## src/rtl/pipe_ctrl_unit.sv

```systemverilog
// pipe_ctrl_unit: pipelined control unit for the 5-stage RV32I core.
// Decodes the ID instruction into EX/MEM/WB control bundles and carries them,
// with the destination register, through the ID/EX, EX/MEM and MEM/WB
// control registers. Inserts bubbles for invalid slots, load-use hazards and
// taken-branch flushes; freezes on an external stall.
//
// Optional feature macro: HAZARD_DETECT_EN (load-use detection). When it is
// undefined, hazard_stall is tied low and no comparators are built.
//
// Ports:
//   clk           rising-edge clock
//   reset         asynchronous active-high reset, clears all state
//   inst          instruction in ID (bits [31:0] decoded)
//   inst_valid    inst holds a real instruction; 0 inserts a bubble
//   stall_in      external freeze; all control registers hold
//   branch_taken  branch in MEM taken; squashes ID and EX
//   ex_ctrl       {AluSrc, AluOp[1:0]} for the instruction in EX
//   mem_ctrl      {MemRead, MemWrite, Branch} for the instruction in MEM
//   wb_ctrl       {MemtoReg, RegWrite} for the instruction in WB
//   ex_rd/mem_rd/wb_rd  destination register per stage
//   hazard_stall  combinational load-use stall request for PC and IF/ID
//   flush_ifid    combinational branch_taken gated by !stall_in
//   illegal_id    combinational: valid instruction with unsupported opcode
module pipe_ctrl_unit #(
  parameter int unsigned REG_AW = 5,
  parameter int unsigned ILEN   = 32
) (
  input  logic              clk,
  input  logic              reset,
  input  logic [ILEN-1:0]   inst,
  input  logic              inst_valid,
  input  logic              stall_in,
  input  logic              branch_taken,
  output logic [2:0]        ex_ctrl,
  output logic [2:0]        mem_ctrl,
  output logic [1:0]        wb_ctrl,
  output logic [REG_AW-1:0] ex_rd,
  output logic [REG_AW-1:0] mem_rd,
  output logic [REG_AW-1:0] wb_rd,
  output logic              hazard_stall,
  output logic              flush_ifid,
  output logic              illegal_id
);

  typedef enum logic [6:0] {
    OP_R      = 7'b0110011,
    OP_I      = 7'b0010011,
    OP_LOAD   = 7'b0000011,
    OP_STORE  = 7'b0100011,
    OP_BRANCH = 7'b1100011
  } opcode_e;

  logic [6:0]        opcode;
  logic [REG_AW-1:0] rd_field;
  logic              legal_op;

  // Decoded bundle for the ID instruction; all-zero (rd included) for bubbles.
  logic [2:0]        id_ex;
  logic [2:0]        id_m;
  logic [1:0]        id_wb;
  logic [REG_AW-1:0] id_rd;

  // Pipeline state not visible on the ports.
  logic [2:0]        idex_m;
  logic [1:0]        idex_wb;
  logic [1:0]        exmem_wb;

  // Fields outside the decoded ranges are intentionally ignored.
  logic unused_inst_bits;
  assign unused_inst_bits = ^inst;

  assign opcode   = inst[6:0];
  assign rd_field = inst[7 +: REG_AW];

  always_comb begin
    id_ex    = '0;
    id_m     = '0;
    id_wb    = '0;
    id_rd    = '0;
    legal_op = 1'b1;
    case (opcode)
      OP_R:      begin id_ex = 3'b010; id_wb = 2'b01; end
      OP_I:      begin id_ex = 3'b110; id_wb = 2'b01; end
      OP_LOAD:   begin id_ex = 3'b100; id_m = 3'b100; id_wb = 2'b11; end
      OP_STORE:  begin id_ex = 3'b100; id_m = 3'b010; end
      OP_BRANCH: begin id_ex = 3'b001; id_m = 3'b001; end
      default:   legal_op = 1'b0;
    endcase
    if (legal_op) begin
      id_rd = rd_field;
      if (rd_field == '0) id_wb[0] = 1'b0;
    end
    if (!inst_valid || !legal_op) begin
      id_ex = '0;
      id_m  = '0;
      id_wb = '0;
      id_rd = '0;
    end
  end

  assign illegal_id = !reset && inst_valid && !legal_op;
  assign flush_ifid = !reset && branch_taken && !stall_in;

`ifdef HAZARD_DETECT_EN
  logic [REG_AW-1:0] rs1;
  logic [REG_AW-1:0] rs2;
  logic              use_rs2;
  logic              rs_match;

  assign rs1     = inst[15 +: REG_AW];
  assign rs2     = inst[20 +: REG_AW];
  assign use_rs2 = (opcode == OP_R) || (opcode == OP_STORE) || (opcode == OP_BRANCH);

  // Every legal opcode reads rs1, so legal_op doubles as the rs1-used flag.
  always_comb begin
    rs_match = 1'b0;
    if (legal_op && rs1 == ex_rd) rs_match = 1'b1;
    if (use_rs2 && rs2 == ex_rd)  rs_match = 1'b1;
  end

  assign hazard_stall = !reset && inst_valid && idex_m[2] && (ex_rd != '0) && rs_match;
`else
  assign hazard_stall = 1'b0;
`endif

  always_ff @(posedge clk or posedge reset) begin
    if (reset) begin
      ex_ctrl  <= '0;
      idex_m   <= '0;
      idex_wb  <= '0;
      ex_rd    <= '0;
      mem_ctrl <= '0;
      exmem_wb <= '0;
      mem_rd   <= '0;
      wb_ctrl  <= '0;
      wb_rd    <= '0;
    end else if (!stall_in) begin
      wb_ctrl <= exmem_wb;
      wb_rd   <= mem_rd;
      // Flush outranks the load-use bubble; both zero ID/EX.
      if (branch_taken) begin
        ex_ctrl  <= '0;
        idex_m   <= '0;
        idex_wb  <= '0;
        ex_rd    <= '0;
        mem_ctrl <= '0;
        exmem_wb <= '0;
        mem_rd   <= '0;
      end else begin
        mem_ctrl <= idex_m;
        exmem_wb <= idex_wb;
        mem_rd   <= ex_rd;
        if (hazard_stall) begin
          ex_ctrl <= '0;
          idex_m  <= '0;
          idex_wb <= '0;
          ex_rd   <= '0;
        end else begin
          ex_ctrl <= id_ex;
          idex_m  <= id_m;
          idex_wb <= id_wb;
          ex_rd   <= id_rd;
        end
      end
    end
  end

endmodule

```

## config.mk

```make
export PLATFORM = sky130hd
export DESIGN_NAME = pipe_ctrl_unit
export DESIGN_NICKNAME = d
export VERILOG_FILES = /design/src/rtl/pipe_ctrl_unit.sv
export SDC_FILE = /design/constraint.sdc
export NUM_CORES = 1
export LEC_CHECK = 0
export CORE_ASPECT_RATIO = 0.7
export CORE_MARGIN = 1
export CORE_UTILIZATION = 44
export CTS_BUF_LIST = sky130_fd_sc_hd__clkbuf_4 sky130_fd_sc_hd__clkbuf_8
export CTS_CLUSTER_SIZE = 12
export DETAILED_ROUTE_END_ITERATION = 10
export GPL_ROUTABILITY_DRIVEN = 0
export PLACE_DENSITY = 0.88
export SLEW_MARGIN = 40
export SYNTH_ARGS = -nofsm -noshare
export SYNTH_HDL_FRONTEND = slang
export SYNTH_SLANG_ARGS = --single-unit
```

## constraint.sdc

```tcl
create_clock -name clk -period 2 [get_ports clk]
set_clock_uncertainty 0.2 [all_clocks]
set_input_delay 0.2 -clock clk [delete_from_list [all_inputs] [get_ports clk]]
set_output_delay 0.2 -clock clk [all_outputs]
set_load 0.01 [all_outputs]
```

==> qor.yml <==
status: "completed"
routed_wl_um: 2570
powerDensity_mw_per_mm2: 652
vias_per_cell: 5.18
report.final.slew_viol_count: 0
clk_latency_ns: 0.28
grt_max_degree: 37
finalHoldViolCount: 0
yosysWarnings: 0
dpl.hpwl_um: 1920
mostFrequentLayoutCells: "clkdlybuf4s50_1 (40), dfrtp_1 (30), nand2_1 (13), a32o_1 (7), mux2_1 (7)"
fin_ws_ns: 0.151
placed_cells: 173
yosysTopAreaCell: "dfrtp_1"
syn_to_final_growth_pct: 44.4
seq_power_share: 0.528
final_area_mm2: 0.00177
rsz0062_at_grt: "false"
setup_tns_ns: 0
p_int_uw: 894
placed_area_mm2: 0.00170
num_antenna_cells: 0
nets: 183
dr_total_vias: 933
rows: 15
path_clk_slew_ns: 0.06
multi_input_comb_area_um2: 427
synthCells: 98
cts_tree: "done"
place_ws_ns: 0.00549
yosysTopAreaCellShare: 0.612
syn-cell-area_mm2: 0.00123
cts_buffers: 5
grt-ovfl-total: 0
cts-root-buf: "clkbuf_8"
crit_required_ns: 1.60
grt_pass1_wl_um: 4050
ys_top_cells_by_area: "dfrtp_1 (61%), mux2_1 (6.4%), a32o_1 (5.7%), nand2_1 (4.0%), a22o_1 (3.6%)"
synth.avg_cell_area_um2: 12.5
core_mm2: 0.00255
peakVddDrop_uv: 702
regArea_um2: 751
hold_path.class: "primary input to async pin"
synthesis.nets: 135
clockBufferDepth: 2
timing.final.crit_period_ns: 1.85
cts_hold_buf: 0
ys_seq_area_frac: 0.612
ys_ff_latch: 30
die_area_mm2: 0.00301
total_leakage_power_nw: 0.815
htreeDepth: 2
die_h_um: 46.2
post-route-util: 0.695
initial_core_util: 0.481
reg2regPathDepth: 1
timing.max_cap.violations: 0
drc: 0
grt_pass1_vias: 881
final-setup-viol-count: 0
power_frac_comb: 0.088
path_class: "primary input to primary output"
worstSetupEndpointType: "primary output"
drtAntennaViolNets: 0
p_switching_uw: 262
boundaryPins: 63
n_fill_cell: 192
final_common_cell: "clkdlybuf4s50_1"
fmax_mhz: 541
wl_per_cell_um: 14.3
pwr-share-clk: 0.384
fin_cells: 180
drt-pass1-iter-count: 4
clkSinkCount: 30
grt_usage: 0.193
numPortBuffers: 41
die_width_um: 65.1
ys_types: 25
netSwitchingFraction: 0.227
period_share: 0.924
drt-initial-drc-count: 29
critPathLaunchType: "primary input"
grt_antenna_before_repair: 0
worstPathArrival_ns: 1.45
drive_gt1_frac: 0.103
path_max_fanout: 2
==> sequential cells by signal, indices dropped and copies added (netlist names) <==
signal,count
ex_ctrl,3
ex_rd,5
exmem_wb,2
idex_m,3
idex_wb,2
mem_ctrl,3
mem_rd,5
wb_ctrl,2
wb_rd,5
==> power by group through the flow <==
stage,combinational (mW),sequential (mW),clock (mW)
2_1_floorplan,0.0415,0.622,0
3_3_place_gp,0.100,0.621,0
3_5_place_dp,0.103,0.621,0
4_1_cts,0.103,0.610,0.456
5_1_grt,0.109,0.610,0.476
6_report,0.102,0.610,0.444
==> Yosys cell counts <==
master and n:
dfrtp_1 30, nand2_1 13, a32o_1 7, mux2_1 7, nand2b_1 6, a22o_1 5, o21ai_0 5, o21ai_1 3
o31ai_1 3, buf_6 2, clkbuf_1 2, inv_1 2, a21oi_1 1, and2_1 1, and3_1 1, and4bb_1 1
buf_2 1, buf_4 1, conb_1 1, nand4b_2 1, nor2_4 1, nor2b_1 1, nor3_1 1, nor3b_1 1
or3_1 1
==> area by class of cell <==
cell class	count	share of cell area
Sequential cell	30	0.423
Timing Repair Buffer	47	0.263
Multi-Input combinational cell	60	0.241
Clock buffer	5	0.0388
Tap cell	34	0.0240
Clock inverter	2	0.00565
Inverter	2	0.00423
==> metrics by stage <==
stage	power, mW	hold WS (ns)
floorplan	0.663	0.0972
global placement	0.722	0.260
detailed placement	0.725	0.283
CTS	1.17	0.238
global route	1.20	0.262
finish	1.16	0.253
==> cell families after synthesis <==
| kind of cell | count (synthesis) | share of synthesized area |
|---|---|---|
| other cells | 1 | 0.00306 |
| compound gates | 24 | 0.148 |
| mux | 7 | 0.0642 |
| simple gates | 28 | 0.133 |
| flops | 30 | 0.612 |
| buf+inv | 8 | 0.0408 |
==> routing by layer <==
metal	wire, µm	up-vias	GRT usage	share of wire
met4	48	0	0.104	0.019
li1	-	444	-	-
met5	0	-	0	0
met3	129	4	0.0644	0.050
met1	1160	456	0.235	0.45
met2	1240	29	0.310	0.48
==> worst max-delay path, stage by stage <==
cell	delay, ns
clkdlybuf4s50_1	0.47
nor3b_1	0.22
clkdlybuf4s50_1	0.56
==> path summary, 6_finish.rpt <==
path	start	endpoint	slack, ns
worst min-delay path	reset	mem_ctrl[0]	0.25
max in group asynchronous	reset	idex_m[1]	1.08
worst max register to register	mem_rd[1]	wb_rd[1]	0.98
worst min register to register	mem_ctrl[2]	mem_ctrl[2]	0.29
min in group clk	mem_ctrl[2]	mem_ctrl[2]	0.29
worst max-delay path	stall_in	flush_ifid	0.15
==> repair_timing <==
action | CTS | global route
resized for setup | 1 | 0
endpoints found under the setup margin | 1 | 0
endpoints found under the hold margin | 0 | 0
setup buffers | 0 | 0
(Power assumes the default switching activity.)
